### config.mk
export PLATFORM = sky130hd
export DESIGN_NAME = y86_mem_arbiter
export DESIGN_NICKNAME = d
export VERILOG_FILES = /design/src/rtl/y86_mem_arbiter.sv
export SDC_FILE = /design/constraint.sdc
export NUM_CORES = 1
export LEC_CHECK = 0
export CAP_MARGIN = 20
export CORE_AREA = 4 4 203 205
export CTS_CLUSTER_DIAMETER = 30
export CTS_CLUSTER_SIZE = 14
export DETAILED_ROUTE_END_ITERATION = 7
export DIE_AREA = 0 0 207 209
export PLACE_DENSITY = 0.66
export SKIP_LAST_GASP = 1
export SLEW_MARGIN = 20
export SYNTH_ARGS = -nofsm -noshare
export SYNTH_HDL_FRONTEND = slang
export SYNTH_SLANG_ARGS = --single-unit
### constraint.sdc
create_clock -name clk -period 2.75 [get_ports clk]
set_clock_uncertainty 0.05 [all_clocks]
set_input_delay 0.6875 -clock clk [delete_from_list [all_inputs] [get_ports clk]]
set_output_delay 0.6875 -clock clk [all_outputs]
set_load 0.005 [all_outputs]
### src/rtl/y86_mem_arbiter.sv
// Arbitrates the single-port Y86 memory between fetch (read-only) and the memory stage (read/write),
// with bounds checking, a per-access timeout, starvation-limited data priority and a sticky halt.
module y86_mem_arbiter #(
    parameter int ADDR_W          = 64,
    parameter int DATA_W          = 64,
    parameter int MEM_WORDS       = 64,
    parameter int MAX_DATA_STREAK = 4,
    parameter int TIMEOUT         = 16
) (
    input  logic              clk,
    input  logic              rst_n,
    input  logic              f_req,
    input  logic [ADDR_W-1:0] f_addr,
    output logic              f_ack,
    output logic [DATA_W-1:0] f_rdata,
    input  logic              d_req,
    input  logic              d_we,
    input  logic [ADDR_W-1:0] d_addr,
    input  logic [DATA_W-1:0] d_wdata,
    output logic              d_ack,
    output logic [DATA_W-1:0] d_rdata,
    output logic              ack_err,
    output logic              halt,
    output logic              mem_req,
    output logic              mem_we,
    output logic [ADDR_W-1:0] mem_addr,
    output logic [DATA_W-1:0] mem_wdata,
    input  logic [DATA_W-1:0] mem_rdata,
    input  logic              mem_ready
);

    typedef enum logic [1:0] {IDLE, BUSY_F, BUSY_D, RESP} state_t;

    localparam int SW = $clog2(MAX_DATA_STREAK + 1);
    localparam int TW = $clog2(TIMEOUT + 1);
    localparam logic [ADDR_W-1:0] LIMIT      = ADDR_W'(MEM_WORDS);
    localparam logic [SW-1:0]     STREAK_MAX = SW'(MAX_DATA_STREAK);
    localparam logic [TW-1:0]     TIMER_LAST = TW'(TIMEOUT - 1);

    state_t            state;
    logic [SW-1:0]     streak;
    logic [TW-1:0]     timer;
    logic              grant_d;
    logic              grant_f;
    logic [ADDR_W-1:0] g_addr;
    logic              g_oor;

    // Data has priority until it has won MAX_DATA_STREAK grants in a row over a waiting fetch.
    always_comb begin
        grant_d = d_req && (!f_req || (streak != STREAK_MAX));
        grant_f = f_req && !grant_d;
        g_addr  = grant_d ? d_addr : f_addr;
        g_oor   = (g_addr >= LIMIT);
    end

    always_ff @(posedge clk or negedge rst_n) begin
        if (!rst_n) begin
            state     <= IDLE;
            streak    <= '0;
            timer     <= '0;
            f_ack     <= 1'b0;
            d_ack     <= 1'b0;
            f_rdata   <= '0;
            d_rdata   <= '0;
            ack_err   <= 1'b0;
            halt      <= 1'b0;
            mem_req   <= 1'b0;
            mem_we    <= 1'b0;
            mem_addr  <= '0;
            mem_wdata <= '0;
        end else begin
            case (state)
                IDLE: begin
                    if (grant_d || grant_f) begin
                        timer <= '0;
                        if (grant_d && f_req)
                            streak <= (streak == STREAK_MAX) ? streak : streak + 1'b1;
                        else
                            streak <= '0;
                        if (g_oor) begin
                            // Out-of-range: respond with an error without touching memory.
                            state   <= RESP;
                            f_ack   <= grant_f;
                            d_ack   <= grant_d;
                            ack_err <= 1'b1;
                            halt    <= 1'b1;
                        end else begin
                            state     <= grant_d ? BUSY_D : BUSY_F;
                            mem_req   <= 1'b1;
                            mem_addr  <= g_addr;
                            mem_we    <= grant_d && d_we;
                            mem_wdata <= grant_d ? d_wdata : '0;
                        end
                    end
                end
                BUSY_F, BUSY_D: begin
                    if (mem_ready) begin
                        if (state == BUSY_F)
                            f_rdata <= mem_rdata;
                        else if (!mem_we)
                            d_rdata <= mem_rdata;
                        mem_req <= 1'b0;
                        mem_we  <= 1'b0;
                        state   <= RESP;
                        f_ack   <= (state == BUSY_F);
                        d_ack   <= (state == BUSY_D);
                        ack_err <= 1'b0;
                    end else if (timer == TIMER_LAST) begin
                        mem_req <= 1'b0;
                        mem_we  <= 1'b0;
                        state   <= RESP;
                        f_ack   <= (state == BUSY_F);
                        d_ack   <= (state == BUSY_D);
                        ack_err <= 1'b1;
                        halt    <= 1'b1;
                    end else begin
                        timer <= timer + 1'b1;
                    end
                end
                RESP: begin
                    f_ack   <= 1'b0;
                    d_ack   <= 1'b0;
                    ack_err <= 1'b0;
                    state   <= IDLE;
                end
                default: state <= IDLE;
            endcase
        end
    end

endmodule

# --- After elaboration in Yosys (flattened, before gate mapping) ---
# Cells that the tools add are included.
totals:
  out_inout_bits: 262
  inputBits: 262
  word_cells: 92
  regBits: 272
classes:
  muxes: 39
  n_bitwise: 3
  reduce_logical: 20
  addsub: 2
  eq_ne: 14
  magnitude_cmp: 1
ops:
  columns: ["operator", "n"]
  rows:
  - ["2-to-1 mux 64 bit", 2]
  - [">= comparator 64 x 7 -> 1 bit (second input constant)", 1]
  - ["2-to-1 mux 1 bit", 19]
  - ["2-to-1 mux 5 bit", 3]
  - ["!= test 2 bit (second input constant)", 7]
  - ["AND reduction 3 bit", 4]
  - ["AND reduction 4 bit", 3]
  - ["2-to-1 mux 2 bit", 5]
  - ["case mux 5 bit (2 select lines)", 1]
  - ["case mux 1 bit (3 select lines)", 3]
  - ["2-to-1 mux 3 bit", 2]
  - ["!= test 3 bit (second input constant)", 2]
  - ["case mux 1 bit (2 select lines)", 3]
  - ["case mux 2 bit (3 select lines)", 1]
  - ["adder 5 x 1 -> 5 bit (second input constant)", 1]
  - ["== test 5 x 4 -> 1 bit (second input constant)", 1]
  - ["AND reduction 5 bit", 1]
  - ["== test 2 bit (second input constant)", 2]
  - ["logical AND 1 bit", 4]
  - ["adder 3 x 1 -> 3 bit (second input constant)", 1]
  - ["== test 3 bit (second input constant)", 1]
  - ["inverter 1 bit", 3]
  - ["== test 2 x 1 -> 1 bit (second input constant)", 1]
  - ["logical NOT 1 bit", 2]
  - ["other kinds (5)", 6]

# --- Logic depth before layout (Yosys ltp) ---
logic_depth:
  ltp_word: 8
  ltp_mapped: 9
  ltp_nobuf: 9

# --- Least setup slack after synthesis ---
# OpenSTA, ideal clock, no wires.
synth_path:
  path_type: "input to register"
  startpoint: "input port f_addr[19]"
  endpoint: "register mem_addr[0]"
  setup_time_ns: 0.128
  required_ns: 2.572
  stages: 6
  path_slack_ns: 0.299
  arrival_ns: 2.273
  path_buffers: 1
  path_cell_list: "or4_1 nor4_2 nand3_1 a21oi_2 buf_4 mux2_1"
synth_via:
  elab_chain_cells: 4
synth_lines:
  columns: ["item", "line", "rtl"]
  rows:
  - ["start, declared", "13", "input logic [ADDR_W-1:0] f_addr,"]
  - ["2-to-1 mux 64 bit", "52", "g_addr = grant_d ? d_addr : f_addr;"]
  - [">= comparator 64 x 7 -> 1 bit", "53", "g_oor = (g_addr >= LIMIT);"]
  - ["inverter 1 bit (no line)", null, null]
  - ["AND reduction 3 bit (no line)", null, null]
  - ["end signal, assigned", "90", "mem_addr <= g_addr;"]
  - ["end, declared", "26", "output logic [ADDR_W-1:0] mem_addr,"]
# Every way passes these cells.
# A chain may end at the register's enable or synchronous reset.

# --- Worst setup path in the final report ---
layout_path:
  startpoint: "input port f_addr[19]"
  endpoint: "register mem_wdata[26]"
layout_via:
  elab_chain_cells: 4
layout_lines:
  columns: ["item", "line", "rtl"]
  rows:
  - ["2-to-1 mux 64 bit", "52", null]
  - [">= comparator 64 x 7 -> 1 bit", "53", null]
  - ["inverter 1 bit (no line)", null, null]
  - ["AND reduction 3 bit (no line)", null, null]
  - ["end signal, assigned", "92", "mem_wdata <= grant_d ? d_wdata : '0;"]
  - ["end, declared", "27", "output logic [DATA_W-1:0] mem_wdata,"]
# Every way passes these cells.

==> results.md <==
* Max_slew headroom at 60.0%
* Iteration-0 DRC Markers at 341
* Yosys cell types at 38
* Total GRT Usage at 17.0%
* I/O Buffers at 523
* Drt total wl at 37,100 um
* Final Wtd Congestion at 0.942
* Setup Fix Bufs, Post-CTS at 0
* WL met2 at 17,000 um
* H-tree levels at 3
* Pwr Density at 993 nW/um^2
* Power Total at 19.5 mW
* Cell Rows at 73
* Die height at 209 um
* CTS sink cnt at 272
* Setup Viol. Count Final at 0
* Avg WL per Cell at 18.3 um
* Initial antenna violation count at 1
* Layout cells sized above 1 at 20.5%
* First-pass GRT wire length at 58,500 um
* YS warnings at 0
* Startpoint Class: input pin
* Vias in the first global route at between 10k and 15k
* Nets@finish at 1,720
* Clock buffer depth at 3
* Die span in x at 207 um
* Pre-CTS WS at -514 ps
* HPWL Detailed at 27,800 um
* Worst Setup Slack, final at around 140 ps
* Worst Setup End Kind: register
* Synth async-reset ratio at 100%
* # DRC at 0
* Synth Register Bits at roughly 270
* Final TNS setup at 0 ps
* Placed Area at 17,200 sq um
* EDFF count, synth at 0
* Tmin final at 2610 ps
* Diode count at 0
* 1st-pass router iterations at 7
* Main area contributors after synthesis: dfrtp_1 (62%), mux2_2 (14%), mux2i_1 (6.1%)
* Crit Path Class: in -> reg
* Total CTS buffers at 67
* Gate Count Post-Synth at 842
* Maximum fanout along the worst path at 25
* Worst skew pair latency at 540 ps
* Highest Clock Rate at 0.383 GHz
* Syn_nets at 1,113
* Period utilization at 95.0%
* Least-Margin Pin Slew at 600 ps
* Area growth syn-to-layout at 79.9%
* HP Class: in -> async
* Static Leak at slightly below 9 nW
* Top FF cell, synth: dfrtp_1
* Remaining antenna violation count at 0
* Synthesized cell area at 10,900 sq um
* Synth cell count leaders: dfrtp_1 (272), mux2_2 (132), nand2_1 (100)
* Root buf cell: clkbuf_16
* Clock-pin slew on the worst setup and hold paths at approximately 50 ps
* Largest net degree at the start of global routing at 70
* Pins Over Slew Limit at 0
* Sequential share of the synthesized area at 62.4%
* Syn_area_per_cell at 13.0 sq um
* Area of the core at between 30,000 and 40,000 sq um
* Status: completed
* Die Area at roughly 43,000 sq um
* Metal3 WL at ~4700 um
* Vias at 8,800
* CTS tree: yes
* Hold Buf Count CTS at 0
* Post-synth top area share at 62.4%
* Highest routed layer: met5
* # fillers at 3,455
* Most common cell in the synthesized netlist: dfrtp_1
* Max-cap viol count at 0
* RSZ-0062 raised after global routing: no
* Max VDD drop at roughly 720 uV
* WP data arrival at 3020 ps
* Post-DR vias/cell at 4.34
* Starting Density at roughly 28%
* DP Cell Count at 1,905
* Top cell type by total area after synthesis: dfrtp_1
* Num ports at 524
* Worst EP required at 3160 ps
* Finished Layout Cells at 2,029
* Grt total ovfl at 0
* Met1 wire length at approximately 15,000 um
* Final Hold Viols at 0
* Post-route cell area at around 20,000 sq um
report_power, final:
| group | internal (mW) | total, mW | switching, mW |
|---|---|---|---|
| clock | 6.04 | 8.41 | 2.37 |
| sequential | 5.08 | 5.67 | 0.585 |
| combinational | 3.45 | 5.41 | 1.96 |
flip-flops by register name, indices dropped and copies added, names as in the netlist:
register and flops:
halt 1, timer 5, mem_wdata 64, streak 3
mem_we 1, mem_addr 64, f_rdata 64, d_ack 1
state 2, d_rdata 64, mem_req 1, ack_err 1
f_ack 1
cell usage in the layout (no fill, tap or decap), types with 2 or more instances in the layout:
cell type,Yosys,final
clkdlybuf4s50_1,0,522
dfrtp_1,272,272
mux2_2,132,132
nand2_1,100,99
inv_1,74,74
clkbuf_16,0,70
mux2i_1,66,66
nor2b_1,59,59
buf_4,2,40
nor4_1,28,27
o21ai_0,13,13
clkinv_2,0,13
bufinv_16,0,12
buf_12,0,12
clkbuf_8,0,11
nand3_1,10,10
ha_1,9,9
clkbuf_1,23,9
nand4_1,8,8
mux2_1,6,6
nor2_1,4,4
clkinvlp_4,0,4
clkinv_8,0,3
nor4_2,2,2
nand2_2,1,2
a21oi_1,2,2
area by class of cell:
type                            count  area, sq um  share of cell area, %
Timing Repair Buffer              575         5780                   29.4
Tap cell                          525          657                   3.35
Multi-Input combinational cell    459         3650                   18.6
Inverter                           74          278                   1.42
Clock inverter                     34          522                   2.66
Clock buffer                       90         1940                   9.87
Sequential cell                   272         6810                   34.7
layer usage:
layer  vias up  GRT usage, %
met4         2          5.13
met1      4257          19.8
met5         -             0
li1       4065             -
met2       419          26.7
met3        57          9.98
kinds of logic (layout without fill, tap and decap cells):
family,after synthesis,in the layout,share of synthesized area [%]
AOI/OAI and AO/OA,26,26,1.53
adders and majority gates,9,9,1.03
buffers and inverters,111,773,4.50
DFF,272,272,62.4
muxes,204,204,20.3
and+or+nand+nor,220,220,10.2
timing repair:
action	in CTS	in global routing
endpoints found under the hold margin	0	0
setup endpoints to repair	0	27
gates resized for setup	0	3
critical path: stages:
cell             delay, ps
clkdlybuf4s50_1        400
or4_1                  600
nor4_2                 230
nand3_1                220
a21oi_4                210
buf_12                 220
buf_4                  210
mux2i_1                220
worst paths after layout:
check,startpoint,endpoint,slack (ps),cells past startpoint
setup / recovery,f_addr[19],mem_wdata[26],140,8
hold / removal,rst_n,d_rdata[31],40,1
setup reg to reg,state[0],d_rdata[47],530,7
hold reg to reg,halt,halt,440,1
max in group asynchronous,rst_n,mem_addr[30],1890,2
min in group clk,halt,halt,440,1
metrics by stage:
step / utilization (%) / hold slack [ps]
floorplan: - / 342
global placement: 43.5 / 415
detailed placement: 43.5 / 432
CTS: 49.7 / 45.8
global route: 49.7 / 49.7
finish: 49.7 / 36.3
Power figures use the tool's default switching activity.
